==> config.mk <==
export PLATFORM = sky130hd
export DESIGN_NAME = sector_stat_snapshot
export DESIGN_NICKNAME = d
export VERILOG_FILES = /design/src/rtl/sector_stat_pkg.sv /design/src/rtl/stat_stream_fsm.sv /design/src/rtl/sector_stat_snapshot.sv
export SDC_FILE = /design/constraint.sdc
export NUM_CORES = 2
export LEC_CHECK = 0
export ABC_CLOCK_PERIOD_IN_PS = 2000
export BUFFER_PORTS_ARGS = -buffer_cell sky130_fd_sc_hd__clkbuf_2
export CAP_MARGIN = 20
export CELL_PAD_IN_SITES_DETAIL_PLACEMENT = 1
export CELL_PAD_IN_SITES_GLOBAL_PLACEMENT = 2
export CORE_ASPECT_RATIO = 0.9
export CORE_MARGIN = 10
export CORE_UTILIZATION = 30
export DETAILED_ROUTE_END_ITERATION = 8
export GPL_TIMING_DRIVEN = 1
export PLACE_DENSITY = 0.75
export SETUP_SLACK_MARGIN = 0.1
export SLEW_MARGIN = 20
export SYNTH_ARGS = -nofsm -noshare
export SYNTH_HDL_FRONTEND = slang
export SYNTH_SLANG_ARGS = --single-unit
==> constraint.sdc <==
create_clock -name clk -period 2 [get_ports clk]
set_input_delay 0.2 -clock clk [delete_from_list [all_inputs] [get_ports clk]]
set_output_delay 0.2 -clock clk [all_outputs]
set_load 0.01 [all_outputs]
==> src/rtl/sector_stat_pkg.sv <==
// Shared state type, sizing helpers and fill default for the sector statistics snapshot block.
package sector_stat_pkg;

    typedef enum logic [1:0] {IDLE, SEND, CSUM} stream_state_t;

    localparam logic [7:0] FILL_DEFAULT = 8'hFF;

    function automatic int bytes_per_ch(input int ch_w);
        return ch_w / 8;
    endfunction

    function automatic int total_bytes(input int num_ch, input int ch_w);
        return num_ch * bytes_per_ch(ch_w);
    endfunction

endpackage

==> src/rtl/stat_stream_fsm.sv <==
// Byte-stream sequencer: walks the snapshot bytes, appends an XOR checksum byte,
// and decides on which edge a requested snapshot may be taken.
module stat_stream_fsm
    import sector_stat_pkg::*;
#(
    parameter int TOTAL = 68,
    parameter int IDX_W = $clog2(TOTAL + 1)
) (
    input  logic             clk,
    input  logic             rst,
    input  logic             rise,
    input  logic             stream_start,
    input  logic             stream_ready,
    input  logic [7:0]       cur_byte,
    output logic [IDX_W-1:0] idx,
    output logic             take_snap,
    output logic             stream_valid,
    output logic [7:0]       stream_data,
    output logic             stream_last,
    output logic             busy
);

    localparam logic [IDX_W-1:0] LAST_IDX = IDX_W'(TOTAL - 1);

    stream_state_t state;
    logic [7:0]    checksum;
    logic          pending;

    // Snapshots land either from IDLE or on the edge that hands the FSM back to IDLE.
    always_comb begin
        // NOTE: defaulting every always_comb output first keeps a missed branch from inferring a latch.
        take_snap = 1'b0;
        if (state == IDLE) begin
            take_snap = rise;
        end else if (state == CSUM && stream_ready) begin
            take_snap = rise | pending;
        end
    end

    assign stream_data = (state == CSUM) ? checksum : cur_byte;

    // NOTE: non-blocking assignments here so every register updates from pre-edge values.
    always_ff @(posedge clk) begin
        if (rst) begin
            state        <= IDLE;
            idx          <= '0;
            checksum     <= '0;
            stream_valid <= 1'b0;
            stream_last  <= 1'b0;
            busy         <= 1'b0;
            pending      <= 1'b0;
        end else begin
            if (take_snap) begin
                pending <= 1'b0;
            end else if (rise && state != IDLE) begin
                pending <= 1'b1;
            end

            case (state)
                IDLE: begin
                    if (stream_start) begin
                        state        <= SEND;
                        idx          <= '0;
                        checksum     <= '0;
                        busy         <= 1'b1;
                        stream_valid <= 1'b1;
                        stream_last  <= 1'b0;
                    end
                end
                SEND: begin
                    if (stream_ready) begin
                        checksum <= checksum ^ cur_byte;
                        if (idx == LAST_IDX) begin
                            state       <= CSUM;
                            stream_last <= 1'b1;
                        end else begin
                            idx <= idx + 1'b1;
                        end
                    end
                end
                CSUM: begin
                    if (stream_ready) begin
                        state        <= IDLE;
                        busy         <= 1'b0;
                        stream_valid <= 1'b0;
                        stream_last  <= 1'b0;
                    end
                end
                default: state <= IDLE;
            endcase
        end
    end

endmodule

==> src/rtl/sector_stat_snapshot.sv <==
// Coherent snapshot of the sector timing counters, readable by random byte address
// or as a valid/ready byte stream terminated by an XOR checksum.
module sector_stat_snapshot
    import sector_stat_pkg::*;
#(
    parameter int         NUM_CH    = 17,
    parameter int         CH_W      = 32,
    parameter int         ADDR_W    = 15,
    parameter logic [7:0] FILL_BYTE = FILL_DEFAULT
) (
    input  logic                   clk,
    input  logic                   rst,
    input  logic                   ram_change,
    input  logic [NUM_CH*CH_W-1:0] ch_data,
    input  logic [ADDR_W-1:0]      address,
    output logic [7:0]             data_CF,
    input  logic                   stream_start,
    output logic                   stream_valid,
    input  logic                   stream_ready,
    output logic [7:0]             stream_data,
    output logic                   stream_last,
    output logic                   busy,
    output logic [7:0]             snap_seq
);

    localparam int BPC   = bytes_per_ch(CH_W);
    localparam int TOTAL = total_bytes(NUM_CH, CH_W);
    localparam int IDX_W = $clog2(TOTAL + 1);
    localparam int BI_W  = (TOTAL > 1) ? $clog2(TOTAL) : 1;
    localparam int TBL_N = 2 ** BI_W;

    if (BPC * 8 != CH_W) begin : g_bad_ch_w
        $error("sector_stat_snapshot: CH_W must be a multiple of 8");
    end
    if (TOTAL > 2 ** (ADDR_W - 1)) begin : g_bad_addr_w
        $error("sector_stat_snapshot: snapshot does not fit the address space");
    end

    logic                   ram_change_d;
    logic                   rise;
    logic                   take_snap;
    logic [NUM_CH*CH_W-1:0] snap;
    logic [IDX_W-1:0]       idx;
    logic [7:0]             byte_tbl [TBL_N];
    logic [ADDR_W-2:0]      rd_index;
    logic                   rd_in_range;

    assign rise = ram_change & ~ram_change_d;

    // Channels are packed little-endian back to back, so byte i sits at flat bit i*8.
    always_comb begin
        for (int i = 0; i < TBL_N; i++) byte_tbl[i] = FILL_BYTE;
        for (int i = 0; i < TOTAL; i++) byte_tbl[i] = snap[i*8 +: 8];
    end

    assign rd_index    = address[ADDR_W-2:0];
    assign rd_in_range = {1'b0, rd_index} < ADDR_W'(TOTAL);

    always_ff @(posedge clk) begin
        if (rst) begin
            ram_change_d <= 1'b0;
            // NOTE: the snapshot store is reset so a read before the first capture returns 0, not X.
            snap         <= '0;
            snap_seq     <= '0;
            data_CF      <= '0;
        end else begin
            ram_change_d <= ram_change;
            if (take_snap) begin
                snap     <= ch_data;
                snap_seq <= snap_seq + 8'd1;
            end
            if (address[ADDR_W-1]) begin
                data_CF <= rd_in_range ? byte_tbl[rd_index[BI_W-1:0]] : FILL_BYTE;
            end
        end
    end

    stat_stream_fsm #(
        .TOTAL (TOTAL),
        .IDX_W (IDX_W)
    ) u_fsm (
        .clk          (clk),
        .rst          (rst),
        .rise         (rise),
        .stream_start (stream_start),
        .stream_ready (stream_ready),
        .cur_byte     (byte_tbl[idx[BI_W-1:0]]),
        .idx          (idx),
        .take_snap    (take_snap),
        .stream_valid (stream_valid),
        .stream_data  (stream_data),
        .stream_last  (stream_last),
        .busy         (busy)
    );

endmodule

# [Word-level counts from Yosys, hierarchy flattened]
# Cells that the tools add are included.
[op_classes] reduce_logical=13 n_mux=29 order_cmp=3 n_bitwise=6 eq_ne=8 n_addsub=2
[op_table] operator="binary-select mux 8 bit (select 7 bit)" n=2
[op_table] operator="two-way mux 8 bit" n=8
[op_table] operator="two-way mux 7 bit" n=3
[op_table] operator=">= comparator 8 bit, second input constant" n=2
[op_table] operator="inverter 7 -> 8 bit" n=2
[op_table] operator="one-hot mux 8 bit (2 select lines)" n=1
[op_table] operator="< comparator 14 x 7 -> 1 bit, second input constant" n=1
[op_table] operator="one-hot mux 7 bit (2 select lines)" n=1
[op_table] operator="adder 8 x 1 -> 8 bit, second input constant" n=1
[op_table] operator="two-way mux 2 bit" n=4
[op_table] operator="!= test 2 bit, second input constant" n=4
[op_table] operator="AND reduction 4 bit" n=2
[op_table] operator="XOR 8 bit" n=1
[op_table] operator="adder 7 x 1 -> 7 bit, second input constant" n=1
[op_table] operator="equality test 7 bit, second input constant" n=1
[op_table] operator="two-way mux 1 bit" n=7
[op_table] operator="one-hot mux 2 bit (3 select lines)" n=1
[op_table] operator="AND reduction 3 bit" n=2
[op_table] operator="nonzero test 2 bit" n=3
[op_table] operator="AND reduction 5 bit" n=1
[op_table] operator="one-hot mux 1 bit (3 select lines)" n=1
[op_table] operator="nonzero test 3 bit" n=1
[op_table] operator="equality test 2 x 1 -> 1 bit, second input constant" n=1
[op_table] operator="equality test 2 bit, second input constant" n=1
[op_table] operator="8 further kinds" n=9
[word_totals] inputBits=564 ff_bits=581 output_inout_bits=27

# [Depth between registers and ports, before layout]
[depth] depth_word=7 ltp_mapped=10

# [By module]
# Synthesis repeated with hierarchy kept, for this count alone.
[unflattened] cells_unflattened=2656 area_unflattened_um2=29694.7
[modules_own_cells] mod="sector_stat_snapshot" area_each_um2=28638.7 instances=1 seq_area_each_um2=11230.8 cells_each=2532
[modules_own_cells] mod="stat_stream_fsm" area_each_um2=1056.0 instances=1 seq_area_each_um2=400.4 cells_each=124

# [Worst setup path before layout]
# OpenSTA, ideal clock, no wires.
[synth_timing] path_type="flip-flop to output port" from="reg u_fsm.idx[0]" to="out stream_data[0]" setup_slack_ns=-0.173 t_arrival_ns=1.973 path_stages_with_launch=9 path_cell_list="dfxtp_1 buf_4 buf_6 buf_1 mux2i_1 o22ai_1 nor4_1 a21oi_1 a21o_1"
[synth_via] elab_chain_cells=5
[synth_lines] element="from (decl)" line_no="stat_stream_fsm.sv:15" text="output logic [IDX_W-1:0] idx,"
[synth_lines] element="from (signal assigned)" line_no="stat_stream_fsm.sv:77" text="idx <= idx + 1'b1;"
[synth_lines] element="inverter 7 -> 8 bit (implied by the code)" line_no="sector_stat_snapshot.sv:87" text=".cur_byte (byte_tbl[idx[BI_W-1:0]]),"
[synth_lines] element="binary-select mux 8 bit (select 7 bit)" line_no="sector_stat_snapshot.sv:87"
[synth_lines] element="two-way mux 8 bit (implied by the code) (2 in series)" line_no="sector_stat_snapshot.sv:87"
[synth_lines] element="two-way mux 8 bit" line_no="stat_stream_fsm.sv:40" text="assign stream_data = (state == CSUM) ? checksum : cur_byte;"
[synth_lines] element="to (decl)" line_no="sector_stat_snapshot.sv:20" text="output logic [7:0] stream_data,"
# No other way between the ends. The select of a mux whose other input is x is not followed.

# [Worst setup path in the final report]
[layout_timing] from="reg u_fsm.idx[1]" to="out stream_data[2]"
# The elaborated chain is that of the path after synthesis.

==> flow_metrics.py <==
metrics = {
    "status": {
        "status": "complete, but fails checks",
        "violations": "negative setup slack",
    },
    "sta": {
        "tns_ps": -13590,
        "final-hold-violation-count": 0,
        "slew_viol_final": 0,
        "rsz0062_at_grt": "true",
        "fin_crit_ps": 3310,
        "period_share_pct": 166,
        "fin_ws_ps": -1310,
        "max_clock_freq_ghz": 0.302,
        "skew_ps": 28.2,
        "slew_headroom_pct": 39.2,
        "tightest_slew_ps": 910,
        "final-setup-viol-count": 24,
    },
    "drt": {
        "wl_per_cell_um": 26.0,
        "vias": 32100,
        "drcViolationCount": 0,
        "initialDrtViolationCount": 2485,
        "first_pass_iters": 6,
        "ant_nets": 0,
        "routed_wl_um": 157000,
        "via_per_inst": 5.32,
    },
    "synthesis": {
        "synth.area.mux_share_pct": 24.2,
        "synth_simple_gate_area_share_pct": 17.7,
        "synth-edff-count": 0,
        "synth-compound-area-share_pct": 13.0,
        "synth_xor_xnor_area_share_pct": 0.390,
        "synth_warnings": 0,
        "synthesis.area_um2": 29200,
        "synth_top_family_by_area": "multiplexers",
        "async_reset_ff_share_pct": 0,
        "yosysSeqAreaShare_pct": 39.8,
        "synthAdderAreaFrac_pct": 0.0856,
        "ys_seq_elements": 581,
        "syn_area_per_cell_um2": 8.90,
        "ys_types": 49,
        "synth_cells": 3284,
        "synth_nets": 3850,
        "synth_top_flop_cell": "dfxtp_1",
    },
    "power_and_ir_drop": {
        "p_total_mw": 33.2,
        "cellPowerDensity_nw_per_um2": 712,
        "max-vdd-ir-drop_v": 0.000503,
        "leakagePower_nw": 18.6,
    },
    "cts": {
        "clk_latency_ps": 640,
        "cts_buffers": 68,
        "cts_htree_levels": 3,
        "cts_tree": "built",
        "root_buffer": "clkbuf_16",
        "path_clk_slew_ps": 60,
        "cts_buffer_depth": 3,
        "clock_sinks": 581,
    },
    "grt": {
        "grt_pass1_wl_um": 224000,
        "track_usage_pct": 26.8,
        "antenna_found_initial": 22,
        "gr-total-overflow": 0,
        "grt_pass1_vias": 33900,
        "grt_start_max_net_pins": 68,
    },
    "placement": {
        "placed_area_um2": 36400,
        "dpl.hpwl_um": 112000,
        "gp_congestion": 0.917,
        "portBuffers": 590,
    },
    "final_layout": {
        "fin_area_um2": 46600,
        "drive_gt1_share_pct": 35.6,
        "nNetsFinal": 5261,
        "syn_to_final_growth_pct": 59.3,
        "fill_cells": 11000,
        "final_util_pct": 48.2,
    },
    "flow_run": {
        "drv_cap": 0,
    },
    "setup_path": {
        "cp.required_ps": 1800,
        "cp_data_arrival_time_ps": 3110,
        "cp_max_fo": 7,
        "critPathCaptureType": "output pin",
        "cp-start-kind": "flip-flop",
        "critical_path_class": "flip-flop to output pin",
    },
    "floorplan": {
        "ios": 591,
        "initial_utilization_pct": 30.3,
        "dieArea_um2": 110000,
        "row_count": 108,
        "die_w_um": 349,
        "core_area_um2": 96600,
        "die_y_um": 316,
    },
    "worst_hold_path": {
        "min_path_type": "primary input to flip-flop",
    },
}
[critical path, cell delays in order, from the launching register on]
cell,delay (ps)
dfxtp_4,420
buf_12,190
buf_8,130
mux2_2,340
o22ai_2,170
nor3_1,60
buf_4,170
nor4_4,370
buf_4,190
a21oi_2,40
a21o_1,220
clkbuf_8,170
[worst paths after layout]
kind / cells past startpoint / from / endpoint / slack, ps
max reg2reg: 11 / u_fsm.idx[1] / u_fsm.checksum[5] / -420
min reg2reg: 2 / snap[534] / snap[534] / 470
max: 11 / u_fsm.idx[1] / stream_data[2] / -1310
min: 3 / address[6] / data_CF[6] / 7
[routing by layer]
metal | global-route usage, % | wire, um | part of all wire, % | up-vias
met5 | 0 | 14 | 0.0089 | -
met4 | 10.8 | 6470 | 4.1 | 4
li1 | - | - | - | 14400
met3 | 6.05 | 12300 | 7.8 | 308
met2 | 43.5 | 73200 | 47 | 1332
met1 | 34.5 | 65100 | 41 | 16100
[cell families after synthesis]
| family | after synthesis |
|---|---|
| and+or+nand+nor | 1301 |
| buffers and inverters | 293 |
| AOI/OAI and AO/OA | 712 |
| adders and majority gates | 2 |
| muxes | 382 |
| DFF | 581 |
| xor gates and xnor gates | 13 |
[area by class of cell]
class | instances | area, um2 | area share, %
Antenna cell | 23 | 57.6 | 0.124
Clock buffer | 93 | 1950 | 4.19
Clock inverter | 26 | 412 | 0.884
Inverter | 7 | 26.3 | 0.0564
Multi-Input combinational cell | 2410 | 17200 | 37.0
Sequential cell | 581 | 11700 | 25.1
Tap cell | 1265 | 1580 | 3.40
Timing Repair Buffer | 1627 | 13600 | 29.2
[report_power, final]
group / switching (mW) / internal (mW)
clock: 5.43 / 8.13
sequential: 0.694 / 12.2
combinational: 3.22 / 3.46
[sequential cells by signal, summed over array words and instances (netlist names)]
name                count
data_CF                 8
ram_change_d            1
snap                  544
snap_seq                8
u_fsm.checksum          8
u_fsm.idx               7
u_fsm.pending           1
u_fsm.state             2
u_fsm.stream_last       1
u_fsm.stream_valid      1
[metrics by stage]
step | hold WS (ps) | worst slack [ps] | instances
floorplan | 328 | -57.4 | 3284
global placement | 429 | -1370 | 5286
detailed placement | 431 | -1290 | 5286
CTS | 12.7 | -1400 | 5964
global route | 53.3 | -1410 | 6027
finish | 7.21 | -1310 | 6032
[placed cells by master (no fill, tap or decap), drive strengths merged, types with 23 or more instances in the layout]
| cell type | count |
|---|---|
| a21oi | 586 |
| mux4 | 251 |
| o22ai | 47 |
| mux2i | 52 |
| clkbuf | 684 |
| mux2 | 79 |
| dfxtp | 581 |
| a211oi | 28 |
| dlygate4sd3 | 547 |
| nor2b | 24 |
| buf | 488 |
| diode | 23 |
| nor2 | 50 |
| nand2 | 1133 |
[repair_timing]
action                                  4_1_cts  5_1_grt
hold buffers                                547        0
pin swaps                                    20       42
gates cloned                                  5       12
setup buffers                                 8       35
endpoints found under the setup margin       42       99
hold endpoints to repair                    549        0
resized for setup                           148      177
[synthesized netlist by cell type (7+ instances only)]
cell / instances / share of area (%)
nor2_1: 50 / 0.64
nand2_1: 1133 / 15
xor2_1: 11 / 0.33
buf_6: 14 / 0.54
o22ai_1: 47 / 1.0
nor2b_1: 24 / 0.51
nor3_1: 16 / 0.27
clkbuf_1: 162 / 2.1
a211oi_1: 28 / 0.72
a21o_1: 10 / 0.26
mux2_2: 66 / 2.5
buf_2: 78 / 1.3
mux2_1: 13 / 0.50
mux4_2: 247 / 19
nor4_1: 10 / 0.21
inv_1: 7 / 0.090
buf_4: 27 / 0.69
nand4_1: 7 / 0.15
a21oi_1: 586 / 10
dfxtp_1: 581 / 40
nand3_1: 10 / 0.17
nand2b_1: 18 / 0.39
mux2i_1: 52 / 1.8
or3_1: 15 / 0.32
o21ai_0: 15 / 0.26
Power figures use the tool's default switching activity.
